==> src/rtl/adder_arbiter_pkg.sv <==
// Shared definitions for the adder_arbiter block.
//   state_t : FSM encoding (IDLE, EXEC, RESP)
//   N_DEF   : default number of requesters
//   W_DEF   : default operand/result width
package adder_arbiter_pkg;

  localparam int unsigned N_DEF = 4;
  localparam int unsigned W_DEF = 8;

  typedef enum logic [1:0] {
    IDLE = 2'd0,
    EXEC = 2'd1,
    RESP = 2'd2
  } state_t;

endpackage

==> src/rtl/adder.sv <==
// Team 8-bit combinational adder; carry out is discarded (result mod 2^8).
//   a, b : operands
//   y    : a + b, low 8 bits
module adder (
  input  logic [7:0] a,
  input  logic [7:0] b,
  output logic [7:0] y
);

  assign y = a + b;

endmodule

==> src/rtl/adder_arbiter.sv <==
// Round-robin arbiter in front of one shared adder. One transaction in
// flight: IDLE (arbitrate, latch operands) -> EXEC (add) -> RESP (result).
//   clk, rst_n : clock, asynchronous active-low reset
//   req        : per-requester request, held until its gnt is seen
//   op_a, op_b : packed operands, slice i = [i*W +: W]
//   gnt        : one-hot grant pulse (registered)
//   rsp_valid  : one-hot result-valid pulse (registered)
//   sum        : result, holds its value outside RESP
//   busy       : high whenever the FSM is not IDLE
module adder_arbiter
  import adder_arbiter_pkg::*;
#(
  parameter int unsigned N = N_DEF,
  parameter int unsigned W = W_DEF
) (
  input  logic           clk,
  input  logic           rst_n,
  input  logic [N-1:0]   req,
  input  logic [N*W-1:0] op_a,
  input  logic [N*W-1:0] op_b,
  output logic [N-1:0]   gnt,
  output logic [N-1:0]   rsp_valid,
  output logic [W-1:0]   sum,
  output logic           busy
);

  localparam int unsigned IW = $clog2(N);

  state_t        state;
  logic [IW-1:0] ptr;
  logic [IW-1:0] id;
  logic [W-1:0]  a_q;
  logic [W-1:0]  b_q;
  logic [W-1:0]  add_y;
  logic          pick_hit;
  logic [IW-1:0] pick_idx;
  logic [IW-1:0] ptr_next;

  // Returns {hit, index}: first set request scanning ptr, ptr+1, ... mod N.
  function automatic logic [IW:0] rr_pick(input logic [N-1:0] r,
                                          input logic [IW-1:0] p);
    logic [IW:0] res;
    res = '0;
    for (int unsigned k = 0; k < N; k++) begin
      int unsigned j;
      j = (32'(p) + k) % N;
      if (!res[IW] && r[j]) res = {1'b1, j[IW-1:0]};
    end
    return res;
  endfunction

  assign {pick_hit, pick_idx} = rr_pick(req, ptr);
  assign ptr_next = (pick_idx == IW'(N - 1)) ? '0 : pick_idx + 1'b1;
  assign busy     = (state != IDLE);

  if (W == 8) begin : g_adder
    adder u_adder (
      .a (a_q),
      .b (b_q),
      .y (add_y)
    );
  end else begin : g_add
    assign add_y = a_q + b_q;
  end

  // rsp_valid is loaded on the EXEC edge so it is high during RESP.
  always_ff @(posedge clk or negedge rst_n) begin
    if (!rst_n) begin
      state     <= IDLE;
      ptr       <= '0;
      id        <= '0;
      a_q       <= '0;
      b_q       <= '0;
      gnt       <= '0;
      rsp_valid <= '0;
      sum       <= '0;
    end else begin
      gnt       <= '0;
      rsp_valid <= '0;
      case (state)
        IDLE: begin
          if (pick_hit) begin
            a_q           <= op_a[pick_idx*W +: W];
            b_q           <= op_b[pick_idx*W +: W];
            id            <= pick_idx;
            ptr           <= ptr_next;
            gnt[pick_idx] <= 1'b1;
            state         <= EXEC;
          end
        end
        EXEC: begin
          sum           <= add_y;
          rsp_valid[id] <= 1'b1;
          state         <= RESP;
        end
        RESP: begin
          state <= IDLE;
        end
        default: begin
          state <= IDLE;
        end
      endcase
    end
  end

endmodule

==> config.mk <==
export PLATFORM = sky130hd
export DESIGN_NAME = adder_arbiter
export DESIGN_NICKNAME = d
export VERILOG_FILES = /design/src/rtl/adder_arbiter_pkg.sv /design/src/rtl/adder.sv /design/src/rtl/adder_arbiter.sv
export SDC_FILE = /design/constraint.sdc
export NUM_CORES = 1
export LEC_CHECK = 0
export CORE_MARGIN = 8
export CORE_UTILIZATION = 45
export CTS_BUF_LIST = sky130_fd_sc_hd__clkbuf_2
export CTS_CLUSTER_DIAMETER = 50
export CTS_CLUSTER_SIZE = 10
export DETAILED_ROUTE_END_ITERATION = 8
export GPL_ROUTABILITY_DRIVEN = 0
export GPL_TIMING_DRIVEN = 0
export PLACE_DENSITY = 0.84
export SLEW_MARGIN = 10
export SYNTH_ARGS = -nofsm -noshare
export SYNTH_HDL_FRONTEND = slang
export SYNTH_SLANG_ARGS = --single-unit
==> constraint.sdc <==
create_clock -name clk -period 2.1 [get_ports clk]
set_input_delay 0.21 -clock clk [delete_from_list [all_inputs] [get_ports clk]]
set_output_delay 0.21 -clock clk [all_outputs]
set_load 0.05 [all_outputs]
* Word level (Yosys, flattened, before mapping)
Cells that the tools add are included.
** Cells by class
- Add/sub/neg operators :: 5
- Order comparisons :: 8
- Eq/ne operators :: 3
- Shift operators :: 2
- Muxes and demuxes :: 22
- Reduce and logical (&&, ||, !) cells :: 11
** Operator list (count)
- 32-bit by 6-bit variable part select with 8-bit output :: 2
- 2-bit by 3-bit < comparator with 1-bit output, second input constant :: 6
- 3-bit two-way mux :: 4
- 4-bit two-way mux :: 3
- 8-bit adder :: 1
- 1-bit binary-select mux with 2-bit select :: 4
- 1-bit two-way mux :: 6
- 1-bit logical AND :: 5
- 2-bit by 1-bit adder with 2-bit output, second input constant :: 2
- 2-bit adder, second input constant :: 2
- 1-bit demux with 2-bit select :: 2
- 2-bit by 1-bit greater-or-equal comparator with 1-bit output, second input constant :: 2
- 2-bit two-way mux :: 2
- 2-bit case mux with 2 select lines :: 1
- 1-bit logical NOT :: 3
- 2-bit by 1-bit == test with 1-bit output, second input constant :: 1
- 2-bit == test, second input constant :: 1
- 2-bit logical NOT :: 1
- 2-bit inequality test, second input constant :: 1
- 2-bit AND reduction :: 1
- 2-bit nonzero test :: 1
** Storage, ports and cells
- Flip-flop bits (word level) :: 38
- Input port bits :: 70
- Logic and storage cells :: 59

* Depth between registers and ports, before layout
Gate-level depths: netlist of run 1.
- Depth after elaboration :: 18
- Depth in mapped cells :: 8
- Gate-level depth less buffers :: 8

* By module
From an unflattened synthesis of run 1, not the netlist that was laid out.
** Unflattened totals
- Cells, all modules :: 201
- Area, all modules :: 2229.6 µm²
** Modules (own cells, without submodules)
- adder_arbiter :: instances 1, cells an instance 159, area each 1898.1 µm², sequential area each 950.9 µm²
- adder :: instances 1, cells an instance 42, area each 331.6 µm², sequential area each 0.0 µm²

* Worst setup path before layout of run 1
Ideal clock, no wire load.
- Path kind :: register to register
- Start :: register state[1]
- End :: register a_q[0]
- Data arrival time :: 1.945 ns
- Required time :: 2.010 ns
- Setup slack :: 0.065 ns
- Cell stages (with the launch flop) :: 8
- Path buffers :: 3
- Clock period less this slack :: 2.035 ns
- Cell sequence :: dfrtp_1 -> or2_1 -> or2_0 -> clkbuf_1 -> or3_1 -> buf_6 -> buf_6 -> o221ai_1
** Between the ends
- Longest elaborated chain between the ends :: 2
** Ends and longest elaborated chain
- from (decl) :: RTL line adder_arbiter.sv:29 : state_t state;
- from (signal assigned) :: RTL line adder_arbiter.sv:69 : state <= IDLE;
- from (signal assigned) :: RTL line adder_arbiter.sv:88 : state <= EXEC;
- from (signal assigned) :: RTL line adder_arbiter.sv:94 : state <= RESP;
- 2-bit logical NOT :: RTL line adder_arbiter.sv:80 : case (state)
- 2-bit AND reduction (no source line)
- to (signal assigned) :: RTL line adder_arbiter.sv:83 : a_q <= op_a[pick_idx*W +: W];
- to (decl) :: RTL line adder_arbiter.sv:32 : logic [W-1:0] a_q;
Every way passes these cells.
A chain may end at the register's enable or synchronous reset.

* Worst setup path after layout of run 1
- Start :: register state[1]
- End :: output busy
** Between the ends
- Longest elaborated chain between the ends :: 1
** Ends and longest elaborated chain
- 2-bit nonzero test :: RTL line adder_arbiter.sv:54 : assign busy = (state != IDLE);
- to (decl) :: RTL line adder_arbiter.sv:24 : output logic busy
Every way passes these cells.

==> results of run 1 <==
## path summary, 6_finish.rpt
path,from,to
max,state[1]$_DFFE_PN0P_,busy
min,rst_n,ptr[0]$_DFFE_PN0P_
max reg2reg,state[1]$_DFFE_PN0P_,a_q[2]$_DFFE_PN0P_
min reg2reg,sum[4]$_DFFE_PN0P_,sum[4]$_DFFE_PN0P_
max in group asynchronous,rst_n,gnt[0]$_DFF_PN0_
min in group clk,op_b[5],b_q[5]$_DFFE_PN0P_
## state kept, by name (all words and copies together), names as in the netlist
register   cells
ptr            2
gnt            4
a_q            8
rsp_valid      4
id             2
b_q            8
state          2
sum            8
## cell type report
cell class              count  share of cell area
flip-flops and latches     38              0.3003
repair buffers             88              0.2797
clock inverters             3            0.005136
clock buffers               5            0.007902
inverters                   9             0.01067
well taps                  54             0.02134
multi-input cells         154              0.3497
plain buffers              12             0.02529
## stage by stage
stage | instances | power (mW) | utilization | TNS (ns) | setup WS (ns)
2_1_floorplan | 213 | 3.222 | - | 0 | 0.06494
3_3_place_gp | 353 | 3.973 | 0.6615 | -4.761 | -0.2550
5_1_grt | 363 | 4.750 | 0.6795 | 0 | 0.01645
3_5_place_dp | 354 | 4.065 | 0.6647 | -4.752 | -0.3188
6_report | 363 | 4.414 | 0.6795 | 0 | 0.1106
4_1_cts | 363 | 4.394 | 0.6757 | 0 | 0.01868
## report_power, final
group,leakage [nW],internal [mW],total (mW),switching [mW]
clock,0.0264,0.0759,0.329,0.253
sequential,0.477,1.07,1.28,0.204
combinational,0.917,1.17,2.81,1.64
total,1.42,2.32,4.41,2.09
## kinds of logic (layout without fill, tap and decap cells)
kind of cell / Yosys count / in the layout / synth area share
and+or+nand+nor: 64 / 64 / 0.1405
AOI/OAI and AO/OA: 44 / 44 / 0.1452
DFF: 38 / 38 / 0.4413
muxes: 34 / 34 / 0.1585
buffers and inverters: 21 / 117 / 0.04645
adders and majority gates: 9 / 9 / 0.05575
xor gates and xnor gates: 3 / 3 / 0.01220
## synthesized netlist by cell type
cell	number	share of area
nand2_1	34	0.059
and2_1	1	0.0029
xor2_1	1	0.0041
nor2_1	7	0.012
o22ai_1	1	0.0029
clkbuf_1	5	0.0087
nand2b_1	3	0.0087
mux2i_1	33	0.15
o211ai_1	1	0.0035
nand3b_1	3	0.010
or2_0	1	0.0029
nor3_1	3	0.0070
o21ai_1	1	0.0023
buf_2	5	0.012
o21ai_0	8	0.019
fa_1	1	0.0093
or3_1	2	0.0058
and3_1	1	0.0029
or2_1	1	0.0029
o31ai_1	1	0.0035
o2bb2a_1	1	0.0046
a221oi_1	1	0.0041
a211o_1	1	0.0041
ha_1	8	0.046
nor3b_1	4	0.014
mux2_2	1	0.0052
dfrtp_1	38	0.44
nor4_1	1	0.0029
nor2b_1	1	0.0029
nand3_1	1	0.0023
or4_1	1	0.0035
xnor2_1	2	0.0081
buf_6	2	0.010
inv_1	8	0.014
a21o_1	2	0.0070
a21boi_0	2	0.0070
a22o_1	1	0.0041
clkinv_1	1	0.0017
a21oi_1	8	0.019
o221ai_1	16	0.065
## critical path, cell delays in order (launching register included)
cell             delay [ns]
dfrtp_1                0.42
or2_1                  0.25
clkdlybuf4s50_1        0.71
## layer usage
layer | wire length (um) | global-route usage | part of all wire | up-vias
met5 | 0 | 0 | 0 | -
met4 | 93 | 0.05987 | 0.016 | 0
met3 | 463 | 0.05792 | 0.078 | 8
met2 | 2992 | 0.2770 | 0.50 | 85
met1 | 2392 | 0.1998 | 0.40 | 938
li1 | - | - | - | 958
## timing repair
item,4_1_cts,5_1_grt
setup endpoints to repair,0,17
endpoints found under the hold margin,38,0
hold buffers,1,0
resized for setup,0,8
==> flow_summary.toml, run 1 <==
[status]
run_status = "completed"

[timing]
timing_hold_violations_final = 0
period_needed_ns = 1.989
final.hold.worst_slack_ns = 0.1139
report.final.setup_viol = 0
fin_crit_sh = 0.9473
report.final.slew_viol_count = 0
fmaxAchievable_ghz = 0.5027
grt_setup_unrepaired = "false"
slew_headroom = 0.6406
setup_skew_after_layout_ns = 0.01915
max_slew.worst_pin.slew_ns = 0.5374

[routing]
vias = 1989
wire_per_inst_um = 16.37
detail_route.drc_violations = 0
antenna_violating_nets_post_route = 0
wirelength_mm = 5.942
vias_per_cell = 5.479
drt_iter0_drc = 155
detail_route.first_pass.iterations = 4

[final_layout]
drive_gt1_frac = 0.05825
register_area_sq_um = 950.9
area_growth_syn_to_layout_pct = 46.98
post-route-cell-area_sq_mm = 0.003167
antenna_cells = 0
mostFrequentLayoutCell = "clkdlybuf4s50_1"
fill_cells = 376
layout.cells.most_common_list = "clkdlybuf4s50_1, dfrtp_1, nand2_1"
final_nets = 387
multi_input_gate_area_in_the_final_layout_sq_mm = 0.001107

[critical_path]
worst_reg2reg_path_length_in_cells = 7
critical_path_class = "reg2out"
regToRegSetupSlack_ns = 0.13
timing.critical_path.arrival_ns = 1.78
timing.critical_path.required_ns = 1.89
worstPathMaxFanout = 2
startpoint_kind_of_the_worst_setup_timing_path = "flip-flop"
endpoint_kind = "output port"

[global_route]
grtUsageTotal = 0.1690
grt_pass1_vias = 2059
grt.overflow.total = 0
grt_max_degree = 38
grt_antenna_before_repair = 0
wire_length_of_the_first_global_routing_pass_mm = 9.694

[clock_tree]
clock_transition_at_path_regs_ns = 0.20
clock_tree.htree_level_count = 2
clkLatencyLatePin_ns = 0.40
cts_tree = "done"
cts-buffers-inserted = 5
clock-sinks = 38
cts_root_buffer = "clkbuf_2"
ctsLongestPathBuffers = 2
post_cts_buffers = 0

[synthesis]
ys_seq_elements = 38
syn-cell-area_sq_mm = 0.002155
yosys_warnings = 0
synth_nets = 292
seq_area_frac_synth = 0.4413
post_synth.cell_area_avg_sq_um = 10.12
count_of_distinct_cell_types_in_the_synthesized_netlist = 40
netlist_instances = 213

[floorplanning]
die_y_um = 85.20
fp.dieArea_sq_mm = 0.007258
initial_utilization = 0.4623
fp.dieW_um = 85.20
ioPinCount = 87
fp-row-count = 25
core_region_area_sq_mm = 0.004661

[power_and_ir_drop]
power.density_mw_per_mm2 = 1394
vdd_ir_drop_max_mv = 0.7304
leakage_power_nw = 1.420

[place]
detailed_place.area_sq_mm = 0.003098
io_buffers = 86
place.detailed.hpwl_mm = 4.614

[flow_run]
timing.max_cap.violations = 0

[min_path]
hold_path.class = "in2async"
Note: power is estimated with default switching activity, not from simulation.
==> run 2: changes to the inputs <==
--- a/config.mk
+++ b/config.mk
@@ -5,7 +5,7 @@
 export SDC_FILE = /design/constraint.sdc
 export NUM_CORES = 1
 export LEC_CHECK = 0
-export CORE_MARGIN = 8
+export CORE_MARGIN = 3
 export CORE_UTILIZATION = 45
 export CTS_BUF_LIST = sky130_fd_sc_hd__clkbuf_2
 export CTS_CLUSTER_DIAMETER = 50
==> run 2 against run 1 <==
  * Fmax fell by 0.63%
  * Sequential power barely moved
  * Combinational power barely moved
  * Global-route usage rose by 4.1 points
  * Count of clock-buffer cells in the layout rose by 1
  * First-iteration DRC count fell by 14%
  * Clock skew barely moved
  * Register-to-register slack got worse by 0.03 ns
  * Critical path depth rose by 5
==> flow_summary.toml, run 2 (synthesized netlist as in run 1, its figures left out) <==
[timing]
fin_crit_sh = 0.9533
setup_skew_after_layout_ns = 0.01890
fmaxAchievable_ghz = 0.4995
report.final.slew_viol_count = 0
max_slew.worst_pin.slew_ns = 0.8370
final.hold.worst_slack_ns = 0.3992
slew_headroom = 0.4420
timing_hold_violations_final = 0
fin_setup_tns_ns = 0
report.final.setup_viol = 0
period_needed_ns = 2.002
layout_setup_ws_ns = 0.09797
grt_setup_unrepaired = "false"

[power_and_ir_drop]
comb_power_share = 0.615
vdd_ir_drop_max_mv = 0.6249
share_clk_of_total_power = 0.102
switching_share = 0.4633
leakage_power_nw = 1.424
power.density_mw_per_mm2 = 1437
switching_power_mw = 2.111
design_internal_power_mw = 2.445
share_seq_of_total_power = 0.282

[critical_path]
cp_top_family = "simple AND/OR/NAND/NOR gates"
rr_startpoint = "state[1]$_DFFE_PN0P_"
cp.buffers_inverters = 3
r2r-end = "a_q[1]$_DFFE_PN0P_"
critical_path_class = "reg2reg"
cp_slowest_stage_delay_ns = 0.42
endpoint_kind = "flip-flop"
worst_reg2reg_path_length_in_cells = 7
crit_path_top_delay_cell = "dfrtp_1"
timing.critical_path.required_ns = 2.43
worstPathMaxFanout = 10
worstPathCellList = "or2_1 > or2_0 > clkbuf_1 > or3_1 > buf_6 > buf_6 > o221ai_1"
critical-path-top-cell-by-count = "buf_6"
startpoint_kind_of_the_worst_setup_timing_path = "flip-flop"
timing.critical_path.arrival_ns = 2.34
regToRegSetupSlack_ns = 0.1

[routing]
detail_route.first_pass.iterations = 4
drt_iter0_drc = 133
antenna_violating_nets_post_route = 0
vias_per_cell = 5.464
detail_route.drc_violations = 0
vias = 1967
wire_per_inst_um = 15.71
wirelength_mm = 5.656

[final_layout]
post-route-cell-area_sq_mm = 0.003171
final_nets = 386
largestRegisters = "a_q: 8 flops, b_q: 8 flops, sum: 8 flops"
drive_gt1_frac = 0.05844
area_growth_syn_to_layout_pct = 47.15
layout.cells.most_common_list = "clkdlybuf4s50_1, dfrtp_1, nand2_1"
layout.core_utilization = 0.7086
antenna_cells = 0
mostFrequentLayoutCell = "clkdlybuf4s50_1"

[floorplanning]
core_region_area_sq_mm = 0.004474
fp.dieW_um = 75.20
initial_utilization = 0.4815
die_y_um = 75.20
ioPinCount = 87
fp.dieArea_sq_mm = 0.005654
fp-row-count = 24

[global_route]
grt_antenna_before_repair = 0
grt_max_degree = 39
grt_pass1_vias = 1982
grtUsageTotal = 0.2102
grt.overflow.total = 0
wire_length_of_the_first_global_routing_pass_mm = 9.025

[place]
detailed_place.area_sq_mm = 0.003075
place.detailed.hpwl_mm = 4.352
io_buffers = 86
pre_cts_slack_ns = -0.3361

[clock_tree]
ctsLongestPathBuffers = 2
cts-buffers-inserted = 5
clock_transition_at_path_regs_ns = 0.21
cts_root_buffer = "clkbuf_2"
clkLatencyLatePin_ns = 0.41
clock_tree.htree_level_count = 2
post_cts_buffers = 0
cts_tree = "done"
clock-sinks = 38

[status]
run_status = "completed"

[min_path]
hold_path.class = "in2async"

[flow_run]
timing.max_cap.violations = 0
## run 2: cell count changes in the layout (fill, tap and decap cells not counted)
cell | previous run | this run
bufinv_16 | 0 | 1
clkinv_1 | 2 | 1
buf_4 | 1 | 2
buf_12 | 1 | 0
clkbuf_4 | 2 | 1
clkbuf_2 | 5 | 6
clkinv_2 | 1 | 0
## run 2: final cells by class
cell class	instances	area (sq um)
plain buffers	12	80.08
clock buffers	6	30.03
clock inverters	2	37.54
fillers	343	1304
inverters	9	33.78
multi-input cells	154	1107
flip-flops and latches	38	950.9
well taps	52	65.06
repair buffers	87	865.8
## run 2: power by group through the flow
stage                     registers, mW  logic, mW  clock network (mW)
after CTS                          1.28       2.80               0.464
after global placement             1.28       2.70                   0
after global routing               1.32       3.08               0.494
final                              1.29       2.80               0.467
after floorplan                    1.67       1.55                   0
after detailed placement           1.30       2.77                   0
## run 2: worst reg2reg max path, delay by kind of cell, from the launching register on
kind / cells / cell delay [ns]
flops: 1 / 0.42
compound gates: 1 / 0.23
simple gates: 3 / 0.84
buf+inv: 3 / 0.45
## run 2: how the worst max path moves through the flow
stage | start | slack [ns] | end | cells past startpoint
after global placement | req[0] | -0.27 | a_q[2]$_DFFE_PN0P_ | 8
after CTS | ptr[1]$_DFFE_PN0P_ | 0.008 | b_q[5]$_DFFE_PN0P_ | 7
after global routing | state[1]$_DFFE_PN0P_ | 0.003 | a_q[2]$_DFFE_PN0P_ | 7
final | state[1]$_DFFE_PN0P_ | 0.1 | a_q[1]$_DFFE_PN0P_ | 7
after detailed placement | req[0] | -0.34 | a_q[2]$_DFFE_PN0P_ | 8
after floorplan | state[1]$_DFFE_PN0P_ | 0.06 | a_q[0]$_DFFE_PN0P_ | 7
## run 2: metrics by stage
step | cells | power [mW]
2_1_floorplan | 213 | 3.222
3_5_place_dp | 351 | 4.073
3_3_place_gp | 351 | 3.979
5_1_grt | 360 | 4.893
4_1_cts | 360 | 4.549
6_report | 360 | 4.556
## run 2: what timing repair did
action                                  4_1_cts  5_1_grt
hold buffers                                  1        0
hold endpoints to repair                     38        0
resized for setup                             2        5
endpoints found under the setup margin        6       16
## run 2: metal layers
layer / vias up / global-route usage / share of wire / wire length (um)
met4: 0 / 0.06990 / 0.017 / 95
met2: 82 / 0.3559 / 0.50 / 2815
met1: 919 / 0.2647 / 0.42 / 2382
met5: - / 0 / 0 / 0
li1: 954 / - / - / -
met3: 12 / 0.04940 / 0.064 / 363
